--- src/rtl/pipe_hazard_ctrl.sv ---
// Hazard sequencer for the 5-stage pipeline: load-use bubbles, branch flushes, data-memory waits.
// Optional HAZARD_PERF_EN adds stall_cycles / flush_events performance counters.
//
// state    | meaning
// ---------+------------------------------------------------------------
// ST_RUN   | normal issue; memory wait, taken branch or load-use evaluated
// ST_MEMW  | data memory busy; pipeline frozen until mem_ready
// ST_FLUSH | post-branch shadow; IF/ID flushed until flush counter expires
// ST_BAD   | unused encoding; returns to ST_RUN
module pipe_hazard_ctrl #(
    parameter int BRANCH_PENALTY = 2,
    parameter int MEM_TIMEOUT    = 255
) (
    input  logic       clk,
    input  logic       reset,
    input  logic       id_valid,
    input  logic [4:0] id_rs1,
    input  logic [4:0] id_rs2,
    input  logic       id_uses_rs2,
    input  logic [4:0] ex_rd,
    input  logic       ex_memread,
    input  logic       ex_branch_taken,
    input  logic       mem_req,
    input  logic       mem_ready,
    output logic       pc_write,
    output logic       if_id_write,
    output logic       if_id_flush,
    output logic       id_ex_bubble,
    output logic       ex_mem_hold,
    output logic       mem_err,
    output logic [1:0] state
`ifdef HAZARD_PERF_EN
    ,
    output logic [15:0] stall_cycles,
    output logic [15:0] flush_events
`endif
);

    typedef enum logic [1:0] {
        ST_RUN   = 2'd0,
        ST_MEMW  = 2'd1,
        ST_FLUSH = 2'd2,
        ST_BAD   = 2'd3
    } state_t;

    localparam logic [2:0] FLUSH_INIT = 3'(BRANCH_PENALTY - 1);
    localparam logic [7:0] TIMEOUT    = 8'(MEM_TIMEOUT);

    state_t     r_state;
    logic [2:0] r_flush_cnt;
    logic [7:0] r_wait_cnt;
    logic       r_mem_err;

    state_t     w_next_state;
    logic [2:0] w_flush_cnt_nxt;
    logic [7:0] w_wait_cnt_nxt;
    logic [7:0] w_wait_inc;
    logic       w_lu;
    logic       w_mem_wait;
    logic       w_branch_acc;
    logic       w_err_set;

    assign w_lu = id_valid & ex_memread & (ex_rd != 5'd0) &
                  ((ex_rd == id_rs1) | (id_uses_rs2 & (ex_rd == id_rs2)));
    assign w_mem_wait = mem_req & ~mem_ready;
    assign w_wait_inc = (r_wait_cnt == 8'hFF) ? 8'hFF : r_wait_cnt + 8'd1;

    always_comb begin
        w_next_state    = r_state;
        w_flush_cnt_nxt = r_flush_cnt;
        w_wait_cnt_nxt  = 8'd0;
        w_branch_acc    = 1'b0;
        pc_write        = 1'b1;
        if_id_write     = 1'b1;
        if_id_flush     = 1'b0;
        id_ex_bubble    = 1'b0;
        ex_mem_hold     = 1'b0;

        case (r_state)
            ST_RUN: begin
                if (w_mem_wait) begin
                    pc_write       = 1'b0;
                    if_id_write    = 1'b0;
                    ex_mem_hold    = 1'b1;
                    w_next_state   = ST_MEMW;
                    w_wait_cnt_nxt = 8'd1;
                end else if (ex_branch_taken) begin
                    if_id_flush  = 1'b1;
                    id_ex_bubble = 1'b1;
                    w_branch_acc = 1'b1;
                    if (BRANCH_PENALTY > 1) begin
                        w_next_state    = ST_FLUSH;
                        w_flush_cnt_nxt = FLUSH_INIT;
                    end
                end else if (w_lu) begin
                    pc_write     = 1'b0;
                    if_id_write  = 1'b0;
                    id_ex_bubble = 1'b1;
                end
            end
            ST_MEMW: begin
                // branch/load-use inputs are frozen here and re-evaluated once back in RUN
                if (!mem_ready) begin
                    pc_write       = 1'b0;
                    if_id_write    = 1'b0;
                    ex_mem_hold    = 1'b1;
                    w_wait_cnt_nxt = w_wait_inc;
                end else begin
                    w_next_state = ST_RUN;
                end
            end
            ST_FLUSH: begin
                if_id_flush  = 1'b1;
                id_ex_bubble = 1'b1;
                if (w_mem_wait) begin
                    pc_write       = 1'b0;
                    if_id_write    = 1'b0;
                    ex_mem_hold    = 1'b1;
                    w_wait_cnt_nxt = w_wait_inc;
                end else if (ex_branch_taken) begin
                    w_branch_acc    = 1'b1;
                    w_flush_cnt_nxt = FLUSH_INIT;
                end else if (r_flush_cnt <= 3'd1) begin
                    w_next_state    = ST_RUN;
                    w_flush_cnt_nxt = 3'd0;
                end else begin
                    w_flush_cnt_nxt = r_flush_cnt - 3'd1;
                end
            end
            default: begin
                w_next_state    = ST_RUN;
                w_flush_cnt_nxt = 3'd0;
            end
        endcase

        if (reset) begin
            pc_write     = 1'b0;
            if_id_write  = 1'b0;
            if_id_flush  = 1'b1;
            id_ex_bubble = 1'b1;
            ex_mem_hold  = 1'b0;
        end
    end

    assign w_err_set = (w_wait_cnt_nxt >= TIMEOUT);

    always_ff @(posedge clk) begin
        if (reset) begin
            r_state     <= ST_RUN;
            r_flush_cnt <= 3'd0;
            r_wait_cnt  <= 8'd0;
            r_mem_err   <= 1'b0;
        end else begin
            r_state     <= w_next_state;
            r_flush_cnt <= w_flush_cnt_nxt;
            r_wait_cnt  <= w_wait_cnt_nxt;
            if (w_err_set) r_mem_err <= 1'b1;
        end
    end

    assign mem_err = r_mem_err;
    assign state   = r_state;

`ifdef HAZARD_PERF_EN
    logic [15:0] r_stall_cycles;
    logic [15:0] r_flush_events;

    always_ff @(posedge clk) begin
        if (reset) begin
            r_stall_cycles <= 16'd0;
            r_flush_events <= 16'd0;
        end else begin
            if (!pc_write && r_stall_cycles != 16'hFFFF)
                r_stall_cycles <= r_stall_cycles + 16'd1;
            if (w_branch_acc && r_flush_events != 16'hFFFF)
                r_flush_events <= r_flush_events + 16'd1;
        end
    end

    assign stall_cycles = r_stall_cycles;
    assign flush_events = r_flush_events;
`endif

endmodule

--- config.mk ---
export PLATFORM = sky130hd
export DESIGN_NAME = pipe_hazard_ctrl
export DESIGN_NICKNAME = d
export VERILOG_FILES = /design/src/rtl/pipe_hazard_ctrl.sv
export SDC_FILE = /design/constraint.sdc
export NUM_CORES = 1
export LEC_CHECK = 0
export CORE_ASPECT_RATIO = 0.8
export CORE_UTILIZATION = 41
export CTS_CLUSTER_DIAMETER = 150
export DETAILED_ROUTE_END_ITERATION = 6
export PLACE_DENSITY = 0.72
export SLEW_MARGIN = 15
export SYNTH_ARGS = -nofsm -noshare
export SYNTH_HDL_FRONTEND = slang
export SYNTH_SLANG_ARGS = --single-unit
--- constraint.sdc ---
create_clock -name clk -period 2.1 [get_ports clk]
set_input_delay 0.525 -clock clk [delete_from_list [all_inputs] [get_ports clk]]
set_output_delay 0.525 -clock clk [all_outputs]
set_load 0.005 [all_outputs]
=== Yosys cells after proc, flatten, opt, wreduce, memory -nomap -nowiden ===
Cells that the tools add are included.

* Input port bits: 23
* Register bits: 14

* Magnitude comparators: 2
* Reductions and logical operators: 5
* Bitwise logic cells: 8
* Muxes and demuxes: 38
* $add $sub $neg: 2
* Eq/ne operators: 12

{| class="wikitable"
|+ Operators by type and width
! cell !! count
|-
| 2-to-1 mux 8 bit || 3
|-
| case mux 8 bit (3 select lines) || 1
|-
| 2-to-1 mux 1 bit || 17
|-
| 2-to-1 mux 3 bit || 5
|-
| 2-to-1 mux 2 bit || 6
|-
| != test 2 bit, second input constant || 6
|-
| equality test 5 bit || 2
|-
| case mux 3 bit (3 select lines) || 1
|-
| adder 8 x 1 -> 8 bit, second input constant || 1
|-
| equality test 8 bit, second input constant || 1
|-
| >= comparator 8 bit, second input constant || 1
|-
| case mux 1 bit (2 select lines) || 3
|-
| case mux 2 bit (3 select lines) || 1
|-
| bitwise AND 1 bit || 5
|-
| AND reduction 5 bit || 1
|-
| nonzero test 5 bit || 1
|-
| AND reduction 4 bit || 1
|-
| less-or-equal comparator 3 x 1 -> 1 bit, second input constant || 1
|-
| != test 3 bit, second input constant || 1
|-
| case mux 1 bit (3 select lines) || 1
|-
| subtractor 3 x 1 -> 3 bit, second input constant || 1
|-
| equality test 2 x 1 -> 1 bit, second input constant || 1
|-
| equality test 2 bit, second input constant || 1
|-
| logical NOT 2 bit || 1
|-
| 3 further kinds || 4
|}

=== Longest topological paths before layout ===
Gate-level depths: netlist of run 1.

* Depth after elaboration: 9
* Mapped depth: 7
* Mapped depth without buffers: 7

=== Least setup slack after synthesis of run 1 ===
Ideal clock, no wire load.

* Path kind: input to output
* Start: input ex_rd[4]
* End: output pc_write
* Stages: 6
* Required time: 1575 ps
* Slack: -12 ps
* Path buffers: 1
* Arrival time: 1587 ps
* Cell sequence: xor2_1 nor4_1 and3_1 o221ai_1 o221a_2 buf_4

* Word-level cells in the longest chain between the ends: 9

{| class="wikitable"
|+ RTL lines
! item !! RTL line !! source
|-
| start: declaration || 20 || <nowiki>input logic [4:0] ex_rd,</nowiki>
|-
| equality test 5 bit || 64 || <nowiki>((ex_rd == id_rs1) | (id_uses_rs2 & (ex_rd == id_rs2)));</nowiki>
|-
| bitwise AND 1 bit || 64 ||
|-
| bitwise OR 1 bit || 64 ||
|-
| bitwise AND 1 bit (*) || 63 || <nowiki>assign w_lu = id_valid & ex_memread & (ex_rd != 5'd0) &</nowiki>
|-
| 2-to-1 mux 1 bit (*) (3 in a row) || - ||
|-
| case mux 1 bit (3 select lines) (*) || - ||
|-
| 2-to-1 mux 1 bit (*) || - ||
|-
| end: declaration || 25 || <nowiki>output logic pc_write,</nowiki>
|}

Mark *: on every way between the ends. The rest lies on a longest branch, timed or not.

=== Final worst setup path of run 1 ===
* Start: input id_rs2[4]
* End: output if_id_write

* Word-level cells in the longest chain between the ends: 9

{| class="wikitable"
|+ RTL lines
! item !! RTL line !! source
|-
| start: declaration || 18 || <nowiki>input logic [4:0] id_rs2,</nowiki>
|-
| equality test 5 bit || 64 ||
|-
| bitwise AND 1 bit || 64 ||
|-
| bitwise OR 1 bit || 64 ||
|-
| bitwise AND 1 bit || 63 ||
|-
| 2-to-1 mux 1 bit || 95 || <nowiki>end else if (w_lu) begin</nowiki>
|-
| 2-to-1 mux 1 bit || 87 || <nowiki>end else if (ex_branch_taken) begin</nowiki>
|-
| 2-to-1 mux 1 bit || 81 || <nowiki>if (w_mem_wait) begin</nowiki>
|-
| case mux 1 bit (3 select lines) || 79 || <nowiki>case (r_state)</nowiki>
|-
| 2-to-1 mux 1 bit || 136 || <nowiki>if (reset) begin</nowiki>
|-
| end: declaration || 26 || <nowiki>output logic if_id_write,</nowiki>
|}

No other way between the ends.

==> results of run 1 <==
==> routing by layer <==
metal  share of wire  vias to the layer above
met5               0                        -
met4          0.0073                        0
met3           0.057                        2
met2            0.49                       30
met1            0.45                      480
li1                -                      529
==> through the flow <==
| step | std cells | setup TNS [ns] | utilization | instance area [sq um] | worst slack [ns] |
|---|---|---|---|---|---|
| after global routing | 192 | -0.649 | 0.660 | 1440 | -0.261 |
| after floorplan | 120 | 0 | - | 963 | 0.00530 |
| after global placement | 189 | -3.44 | 0.644 | 1400 | -0.898 |
| final | 192 | -0.408 | 0.660 | 1440 | -0.185 |
| after CTS | 192 | -0.359 | 0.653 | 1420 | -0.164 |
| after detailed placement | 189 | -3.59 | 0.644 | 1400 | -0.942 |
==> sequential cells by signal, summed over array words and instances (netlist names) <==
| name | cells |
|---|---|
| mem_err | 1 |
| r_flush_cnt | 3 |
| r_wait_cnt | 8 |
| state | 2 |
==> worst reg2reg max path: cells and delay by family (launching register included) <==
| kind | cells | cell delay [ns] |
|---|---|---|
| and+or+nand+nor | 1 | 0.53 |
| AOI/OAI and AO/OA | 3 | 0.50 |
| adders and majority gates | 1 | 0.18 |
| DFF | 1 | 0.38 |
| buffers and inverters | 1 | 0.07 |
==> cells in the final DEF (no fill, tap or decap), drive strengths merged, types with 5 or more instances in the layout <==
cell type	count
buf	28
dfxtp	14
a21oi	12
nor2	9
nand2	8
dlygate4sd2	7
xnor2	7
clkdlybuf4s15	7
clkdlybuf4s50	6
xor2	6
nand3	5
inv	5
nor3	5
nand2b	5
o21ai	5
==> what timing repair did <==
item,4_1_cts,5_1_grt
endpoints found under the setup margin,5,3
pin swaps,16,1
resized for setup,77,2
==> where the power goes <==
| group | leakage (uW) | internal [uW] | switching, uW |
|---|---|---|---|
| logic | 0.000445 | 95.5 | 67.2 |
| registers | 0.000114 | 271 | 9.07 |
| clock network | 0.0000138 | 66.4 | 83.5 |
==> synth_stat cells <==
cell      instances
dfxtp_1          14
a21oi_1          12
nor2_1            9
nand2_1           8
xnor2_1           7
xor2_1            6
inv_1             5
nand3_1           5
nor3_1            5
nand2b_1          4
nor2b_1           4
o21ai_0           4
ha_1              3
or4_1             3
and4_1            2
nor4_1            2
o211ai_1          2
o21a_1            2
o221ai_1          2
o22ai_1           2
a21o_1            1
a311oi_1          1
a31oi_1           1
a32o_1            1
and3_1            1
and3b_1           1
buf_2             1
buf_4             1
buf_6             1
clkbuf_1          1
clkinv_1          1
mux2i_1           1
nand2b_4          1
o21ai_2           1
o21ba_1           1
o21bai_1          1
o221a_2           1
o22a_1            1
o31ai_1           1
==> cell type report <==
class                   instances  area [sq um]
well taps                      25          31.3
fillers                       199           741
flip-flops and latches         14           280
repair buffers                 48           403
inverters                       6          22.5
multi-input cells              96           677
clock buffers                   3          22.5
==> cell families after synthesis <==
family / Yosys count / share of synthesized area
adder cells (fa/ha/maj): 3 / 0.0390
XOR/XNOR: 13 / 0.118
buffers and inverters: 10 / 0.0519
AO/OA/AOI/OAI: 34 / 0.235
flip-flops: 14 / 0.291
AND/OR/NAND/NOR: 45 / 0.255
multiplexers: 1 / 0.0104
==> worst paths after layout <==
check                 startpoint  cells after the start        endpoint  slack [ns]
setup / recovery       id_rs2[4]                      7     if_id_write       -0.18
hold / removal           mem_err                      1         mem_err        0.48
setup reg to reg  r_flush_cnt[1]                      6  r_flush_cnt[2]        0.38
hold reg to reg          mem_err                      1         mem_err        0.48
==> metrics.md, run 1 <==
| Metric | Value |
|---|---|
| Die H | `45.4 um` |
| CP Class | `input pin to primary output` |
| Post-Syn Area per Cell | `8.03 sq um` |
| Setup Skew | `0.000841 ns` |
| Worst-Skew Late Latency | `0.27 ns` |
| Final hold slack | `0.478 ns` |
| I/O pin count | `31` |
| Crit-path cells | `buf_6 -> xor2_2 -> nor4_2 -> and3_1 -> o221ai_2 -> o221a_2 -> buf_2` |
| CTS H-tree depth | `1` |
| Tot Pwr | `593 uW` |
| Critical Path RT | `1.57 ns` |
| Highest Clock Rate | `0.438 GHz` |
| Worst relative slew slack | `0.744` |
| Total Nets Final | `195` |
| Syn Inst Count | `120` |
| Post-synthesis sequential area ratio | `0.291` |
| P_leak | `0.000572 uW` |
| CTS tree | `yes` |
| Largest net degree at the start of global routing | `9` |
| Max cap viols | `0` |
| Max rail drop VDD | `0.330 mV` |
| Max-slew violation count | `0` |
| Grt peak-use layer | `met2` |
| Die width | `56.2 um` |
| RSZ-0062 raised after global routing | `yes` |
| DRT antenna net count | `0` |
| Cell family with most CP delay | `simple AND/OR/NAND/NOR gates` |
| Area grow syn2layout | `49.1%` |
| Worst path bufs/invs | `2` |
| 1st-iter DRT viols | `26` |
| Number of global-route vias before repair | `1037` |
| Final period util | `1.09` |
| Failing checks | `setup timing` |
| Maximum fanout along the worst path | `2` |
| Final count of hold timing violations | `0` |
| Initial Utilization | `0.443` |
| Antenna cells | `0` |
| Global-route wire length before repair | `4360 um` |
| PwrDens | `413 mW/mm^2` |
| Hold Path Class | `flop to flop` |
| Clock root buffer | `clkbuf_4` |
| Vias per cell | `5.42` |
| Status | `finished, violations left` |
| Met3 usage | `0.0516` |
| Cell accounting for the most synthesized area | `dfxtp_1` |
| PnR worst setup slack | `-0.185 ns` |
| Worst EP arrival | `1.76 ns` |
| Syn. warnings | `0` |
| Placeable Area | `0.00218 sq mm` |
| Top cells by area, synth | `dfxtp_1, xnor2_1, a21oi_1` |
| Maximum root-to-sink buffer count | `2` |
| Clock sinks | `14` |
| Final RePlAce weighted congestion | `0.777` |
| GRT Total Usage | `0.221` |
| Post-synthesis cell area | `963 sq um` |
| M2 GR Usage | `0.419` |
| Yosys reg bits | `14` |
| DR pass1 iterations | `4` |
| Fraction of layout cells with a size suffix above 1 | `0.275` |
| Port Buffer Count | `30` |
| CTS buffer count | `3` |
| DRC | `0` |
| Slowest CP cell | `nor4_2` |
| Die Area | `0.00255 sq mm` |
| Minimum clock period | `2.28 ns` |
| DP Wirelength | `2090 um` |
| Grt ovf | `0` |
| Hold Buf Count CTS | `0` |
| Worst setup SP type | `input pin` |
| Crit-path max cell delay | `0.27 ns` |
| Yosys top cell area share | `0.291` |
| Synth Net Count | `146` |
| Routed wire length per instance | `13.5 um` |
| Post-CTS setup buffers | `0` |
| Slew @ Worst Pin | `0.382 ns` |
| Clock slew at reported path FFs | `0.08 ns` |
| Final setup fails | `3` |
| Cell variety after synth | `39` |
| Vias | `1041` |
| Met1 GRT Util | `0.261` |
| Initial antenna violation count | `0` |
| Row cnt | `15` |
| Final Routed Wirelength | `2600 um` |
| Crit end category | `primary output` |
No activity file was read; power rests on OpenSTA's default activity.
==> inputs of run 2 (changes only) <==
--- a/config.mk
+++ b/config.mk
@@ -6,10 +6,10 @@
 export NUM_CORES = 1
 export LEC_CHECK = 0
 export CORE_ASPECT_RATIO = 0.8
-export CORE_UTILIZATION = 41
+export CORE_UTILIZATION = 45
 export CTS_CLUSTER_DIAMETER = 150
 export DETAILED_ROUTE_END_ITERATION = 6
-export PLACE_DENSITY = 0.72
+export PLACE_DENSITY = 0.75
 export SLEW_MARGIN = 15
 export SYNTH_ARGS = -nofsm -noshare
 export SYNTH_HDL_FRONTEND = slang
==> constraint.sdc (replaced) <==
create_clock -name clk -period 2.4 [get_ports clk]
set_input_delay 0.6 -clock clk [delete_from_list [all_inputs] [get_ports clk]]
set_output_delay 0.6 -clock clk [all_outputs]
set_load 0.005 [all_outputs]
==> run 2 against run 1 <==
  * The flow still finishes with violations (setup timing)
  * Global-route usage rose by 0.37 points
  * Cell count fell by 2.1%
  * Non-clock buffer count fell by 4
==> metrics.md, run 2 (synthesis results as in run 1) <==
| Metric | Value |
|---|---|
| DP Wirelength | `1880 um (-10%)` |
| Reg2reg end | `r_flush_cnt[2]` |
| Clock sinks | `14 (unchanged)` |
| Max rail drop VDD | `0.308 mV (-6.5%)` |
| Worst EP arrival | `1.83 ns (+0.07 ns)` |
| Placed insts | `181 (-4.2%)` |
| Hold wc startpoint | `mem_err` |
| Most frequent cells in the layout | `dfxtp_1, buf_4, a21oi_1` |
| Final setup fails | `2 (-1)` |
| Global-route wire length before repair | `3800 um (-13%)` |
| Worst setup SP type | `input pin` |
| Die Area | `0.00233 sq mm (-8.5%)` |
| Final period util | `1.01` |
| Final Routed Wirelength | `2430 um (-6.4%)` |
| Final count of hold timing violations | `0 (unchanged)` |
| Maximum fanout along the worst path | `3 (+1)` |
| DRT antenna net count | `0 (unchanged)` |
| Pre-CTS setup slack | `-0.834 ns (+0.108 ns)` |
| Critical Path RT | `1.80 ns (+0.23 ns)` |
| Failing checks | `setup timing` |
| CTS buffer count | `3 (unchanged)` |
| Antenna cells | `0 (unchanged)` |
| Minimum clock period | `2.43 ns` |
| Tot Pwr | `552 uW (-7.0%)` |
| CP Class | `input pin to primary output` |
| Max FFs per register | `8 (unchanged)` |
| Worst R2R Setup Slack | `0.68 ns (+0.30 ns)` |
| Highest Clock Rate | `0.412 GHz` |
| Total Nets Final | `191 (-2.1%)` |
| FILL cells | `172 (-14%)` |
| Vias per cell | `5.41 (-0.23%)` |
| Post-DP Area | `0.00135 sq mm (-3.8%)` |
| Largest net degree at the start of global routing | `13 (+4)` |
| Vias | `1017 (-2.3%)` |
| Hold Path Class | `flop to flop` |
| Reg2reg path depth | `6 (unchanged)` |
| Hold Buf Count CTS | `0 (unchanged)` |
| PnR worst setup slack | `-0.0280 ns (+0.157 ns)` |
| Clock root buffer | `clkbuf_4` |
| Fraction of layout cells with a size suffix above 1 | `0.226 (-0.0498)` |
| Die H | `43.4 um (-4.3%)` |
| CTS tree | `yes` |
| Initial Utilization | `0.495 (+0.0530)` |
| Worst hold path depth | `1 (unchanged)` |
| Routed wire length per instance | `12.9 um (-4.4%)` |
| I/O pin count | `31 (unchanged)` |
| Slew @ Worst Pin | `0.382 ns (+0.000193 ns)` |
| Biggest register | `r_wait_cnt` |
| Worst r2r src | `r_flush_cnt[1]` |
| Max cap viols | `0 (unchanged)` |
| Placeable Area | `0.00194 sq mm (-11%)` |
| Port Buffer Count | `30 (unchanged)` |
| DRC | `0 (unchanged)` |
| Setup Skew | `0.00711 ns (+0.00627 ns)` |
| Number of global-route vias before repair | `903 (-13%)` |
| Crit end category | `primary output` |
| 1st-iter DRT viols | `19 (-27%)` |
| Worst-Skew Late Latency | `0.29 ns (+0.02 ns)` |
| Clock slew at reported path FFs | `0.10 ns (+0.02 ns)` |
| Final RePlAce weighted congestion | `0.850 (+9.4%)` |
| RSZ-0062 raised after global routing | `yes` |
| GRT Total Usage | `0.225 (+0.00367)` |
| Initial antenna violation count | `0 (unchanged)` |
| Grt ovf | `0 (unchanged)` |
| Status | `finished, violations left` |
| Row cnt | `14 (-1)` |
| CTS H-tree depth | `1 (unchanged)` |
| PwrDens | `399 mW/mm^2 (-3.3%)` |
| Maximum root-to-sink buffer count | `2 (unchanged)` |
| DR pass1 iterations | `4 (unchanged)` |
| Area grow syn2layout | `43.5%` |
| Finished Layout Cells | `188 (-2.1%)` |
| Worst relative slew slack | `0.744 (about the same)` |
| Die width | `53.7 um (-4.4%)` |
| Setup TNS | `-0.0549 ns (+0.353 ns)` |
| P_leak | `0.000552 uW (-3.5%)` |
| Max-slew violation count | `0 (unchanged)` |
| Final instance area | `0.00138 sq mm (-3.7%)` |
| Hold worst-path end | `mem_err` |
run 2: cell types whose count changed in the layout (fill, tap and decap cells not counted), sizes merged:
cell | before | now
clkdlybuf4s15 | 7 | 1
dlygate4sd2 | 7 | 10
clkdlybuf4s50 | 6 | 8
clkbuf | 3 | 5
buf | 28 | 24
run 2: critical path, stage by stage:
cell	delay (ns)
clkdlybuf4s15_2	0.21
or4_1	0.49
o221ai_2	0.19
o221a_2	0.23
buf_2	0.11
run 2: stage by stage:
step / hold slack [ns] / utilization
after CTS: 0.487 / 0.699
after global placement: 0.472 / 0.694
final: 0.486 / 0.711
after floorplan: 0.462 / -
after detailed placement: 0.459 / 0.694
after global routing: 0.508 / 0.711
run 2: worst max-delay path by stage:
stage	to	cells after the start	slack (ns)	startpoint
2_1_floorplan	pc_write	6	0.14	ex_rd[4]
3_3_place_gp	if_id_write	5	-0.79	ex_rd[1]
3_5_place_dp	if_id_write	5	-0.83	ex_rd[2]
4_1_cts	if_id_write	5	-0.02	ex_rd[1]
5_1_grt	if_id_write	7	-0.12	id_rs1[4]
6_report	if_id_write	5	-0.03	ex_rd[1]
run 2: cell type report:
class                           instances  area (sq um)  area share
Tap cell                               24          30.0      0.0217
Clock buffer                            4          36.3      0.0262
Sequential cell                        14           280       0.203
Timing Repair Buffer                   44           362       0.262
Multi-Input combinational cell         96           652       0.471
Inverter                                6          22.5      0.0163
run 2: layer usage:
| metal | GRT usage | up-vias | share of wire |
|---|---|---|---|
| met1 | 0.277 | 467 | 0.47 |
| li1 | - | 521 | - |
| met3 | 0.0807 | 2 | 0.077 |
| met2 | 0.370 | 27 | 0.45 |
| met5 | 0 | - | 0 |
| met4 | 0.0526 | 0 | 0.0054 |
run 2: what timing repair did:
action	4_1_cts	5_1_grt
setup buffers	1	2
pin swaps	17	5
gates resized for setup	59	5
endpoints found under the setup margin	5	4
run 2: power breakdown:
group | switching (uW) | internal, uW | total, uW
combinational | 51.4 | 75.6 | 127
clock | 84.6 | 92.4 | 177
sequential | 10.4 | 237 | 248
total | 146 | 405 | 552
==> inputs of run 3 (changes only) <==
==> constraint.sdc (replaced) <==
create_clock -name clk -period 2.42 [get_ports clk]
set_input_delay 0.605 -clock clk [delete_from_list [all_inputs] [get_ports clk]]
set_output_delay 0.605 -clock clk [all_outputs]
set_load 0.005 [all_outputs]
==> run 3 against run 2 <==
  * Register-to-register slack improved by 0.02 ns
  * Routed wire length fell by 0.54%
  * The flow still finishes with violations (setup timing)
  * Clock skew barely moved
  * Worst setup slack improved by 0.0088 ns
  * Count of clock-buffer cells in the layout did not move
  * Highest routed layer unchanged
  * Combinational power barely moved
  * Utilization fell by 0.19 points
==> metrics.md, run 3 (synthesis results as in run 1) <==
| Metric | Value |
|---|---|
| DRT antenna net count | `0 (unchanged)` |
| Vias | `1012 (-0.49%)` |
| Worst r2r src | `r_flush_cnt[1]` |
| M2 GR Usage | `0.370 (unchanged)` |
| Critical Path RT | `1.81 ns (about the same)` |
| Final setup fails | `2 (unchanged)` |
| Worst R2R Setup Slack | `0.70 ns (+0.02 ns)` |
| Global-route wire length before repair | `3800 um (unchanged)` |
| Final period util | `1.01` |
| Hold Buf Count CTS | `0 (unchanged)` |
| Routed wire length per instance | `12.9 um (-0.54%)` |
| GRT Total Usage | `0.225 (unchanged)` |
| Slowest CP cell | `or4_1` |
| Crit-path cells | `clkdlybuf4s15_2 -> or4_1 -> o221ai_2 -> o221a_2 -> buf_2` |
| Biggest register | `r_wait_cnt` |
| 1st-iter DRT viols | `18 (-1)` |
| Row cnt | `14 (unchanged)` |
| Final RePlAce weighted congestion | `0.850 (unchanged)` |
| Max-slew violation count | `0 (unchanged)` |
| CP startpoint | `ex_rd[1]` |
| FILL cells | `172 (unchanged)` |
| Failing checks | `setup timing` |
| Max FFs per register | `8 (unchanged)` |
| Worst Setup EP | `if_id_write` |
| Register share of total power | `0.449 (about the same)` |
| Total Nets Final | `191 (unchanged)` |
| RSZ-0062 raised after global routing | `yes` |
| Switching share of power | `0.265 (-0.000553)` |
| CTS H-tree depth | `1 (unchanged)` |
| CP Class | `input pin to primary output` |
| Max cap viols | `0 (unchanged)` |
| Die width | `53.7 um (unchanged)` |
| Port Buffer Count | `30 (unchanged)` |
| Maximum fanout along the worst path | `3 (unchanged)` |
| DP Wirelength | `1880 um (unchanged)` |
| Met3 usage | `0.0807 (unchanged)` |
| Grt ovf | `0 (unchanged)` |
| Die H | `43.4 um (unchanged)` |
| Largest net degree at the start of global routing | `13 (unchanged)` |
| Worst relative slew slack | `0.744 (about the same)` |
| PwrDens | `396 mW/mm^2 (-0.73%)` |
| Met1 GRT Util | `0.277 (unchanged)` |
| Final Routed Wirelength | `2420 um (-0.54%)` |
| Sw power | `145 uW (-1.2%)` |
| Highest Clock Rate | `0.410 GHz` |
| Setup TNS | `-0.0372 ns (+0.0176 ns)` |
| Comb pwr share | `0.229 (about the same)` |
| Minimum clock period | `2.44 ns` |
| Max rail drop VDD | `0.289 mV (-6.1%)` |
| Initial Utilization | `0.495 (unchanged)` |
| Cell family with most CP delay | `simple AND/OR/NAND/NOR gates` |
| DR pass1 iterations | `4 (unchanged)` |
| Worst hold path depth | `1 (unchanged)` |
| Placeable Area | `0.00194 sq mm (unchanged)` |
| Worst path bufs/invs | `2 (unchanged)` |
| Reg2reg end | `r_flush_cnt[2]` |
| Slew @ Worst Pin | `0.382 ns (-0.000280 ns)` |
| PnR worst setup slack | `-0.0192 ns (+0.00881 ns)` |
| Grt peak-use layer | `met2` |
| Stages on the worst setup path | `5 (unchanged)` |
| Reg2reg path depth | `6 (unchanged)` |
| Clock slew at reported path FFs | `0.10 ns (about the same)` |
| Area grow syn2layout | `43.1%` |
| Clock sinks | `14 (unchanged)` |
| Number of global-route vias before repair | `903 (unchanged)` |
| Clk network pwr share | `0.322 (about the same)` |
| Worst EP arrival | `1.83 ns (about the same)` |
| Most frequent cells in the layout | `dfxtp_1, buf_4, a21oi_1` |
| Crit end category | `primary output` |
| DRC | `0 (unchanged)` |
| Final instance area | `0.00138 sq mm (-0.27%)` |
| Pre-CTS setup slack | `-0.824 ns (+0.0100 ns)` |
| Die Area | `0.00233 sq mm (unchanged)` |
| Final count of hold timing violations | `0 (unchanged)` |
| Maximum root-to-sink buffer count | `2 (unchanged)` |
| Clock root buffer | `clkbuf_4` |
| P_int | `402 uW (-0.92%)` |
| Status | `finished, violations left` |
| Worst-Skew Late Latency | `0.29 ns (about the same)` |
| Post-DP Area | `0.00135 sq mm (unchanged)` |
| Initial antenna violation count | `0 (unchanged)` |
| Hold Path Class | `flop to flop` |
| CTS buffer count | `3 (unchanged)` |
| P_leak | `0.000551 uW (-0.16%)` |
| Fraction of layout cells with a size suffix above 1 | `0.220 (-0.00610)` |
| CTS tree | `yes` |
| Crit-path max cell delay | `0.49 ns (about the same)` |
| Tot Pwr | `546 uW (-1.0%)` |
| Antenna cells | `0 (unchanged)` |
| Final core utilization | `0.709 (-0.00193)` |
| Worst setup SP type | `input pin` |
| Setup Skew | `0.00731 ns (+0.000200 ns)` |
| I/O pin count | `31 (unchanged)` |
| Vias per cell | `5.38 (-0.49%)` |
[run 3: changes by cell type in the layout (fill, tap and decap cells not counted)]
cell     delta
o21ai_1     +1
o21ai_2     -1
[run 3: worst min-delay path by stage]
stage / startpoint / end / slack, ns
final: mem_err / mem_err / 0.49
after global routing: mem_err / mem_err / 0.51
after global placement: r_flush_cnt[2] / r_flush_cnt[2] / 0.47
after floorplan: r_flush_cnt[2] / r_flush_cnt[2] / 0.46
after CTS: mem_err / mem_err / 0.49
after detailed placement: mem_err / mem_err / 0.46
[run 3: per-layer routing]
layer | vias to the layer above | wire length, um
li1 | 521 | -
met1 | 460 | 1130
met2 | 29 | 1080
met3 | 2 | 191
met4 | 0 | 13
met5 | - | 0
[run 3: power by group through the flow]
stage	Combinational [uW]	Sequential, uW	Clock (uW)
2_1_floorplan	57.3	245	0
3_3_place_gp	128	250	0
3_5_place_dp	131	250	0
4_1_cts	122	245	180
5_1_grt	137	247	190
6_report	125	245	176
[run 3: metrics by stage]
stage / instances / hold WS [ns]
2_1_floorplan: 120 / 0.462
5_1_grt: 188 / 0.508
6_report: 188 / 0.486
4_1_cts: 186 / 0.487
3_3_place_gp: 181 / 0.472
3_5_place_dp: 181 / 0.459
[run 3: timing repair]
item	CTS	global route
pin swaps	17	5
endpoints found under the setup margin	5	3
setup buffers	1	2
endpoints found under the hold margin	0	0
resized for setup	59	4
[run 3: worst reg2reg max path: stages (launching register included)]
cell      delay, ns
dfxtp_1        0.37
inv_1          0.07
ha_1           0.17
o21ba_1        0.20
o211ai_1       0.16
or4_1          0.56
a21oi_1        0.13
[run 3: final cells by class]
| type | instances | area [sq um] | share of cell area |
|---|---|---|---|
| Multi-Input combinational cell | 96 | 648 | 0.470 |
| Timing Repair Buffer | 44 | 362 | 0.262 |
| Sequential cell | 14 | 280 | 0.203 |
| Clock buffer | 4 | 36.3 | 0.0263 |
| Tap cell | 24 | 30.0 | 0.0218 |
| Inverter | 6 | 22.5 | 0.0163 |
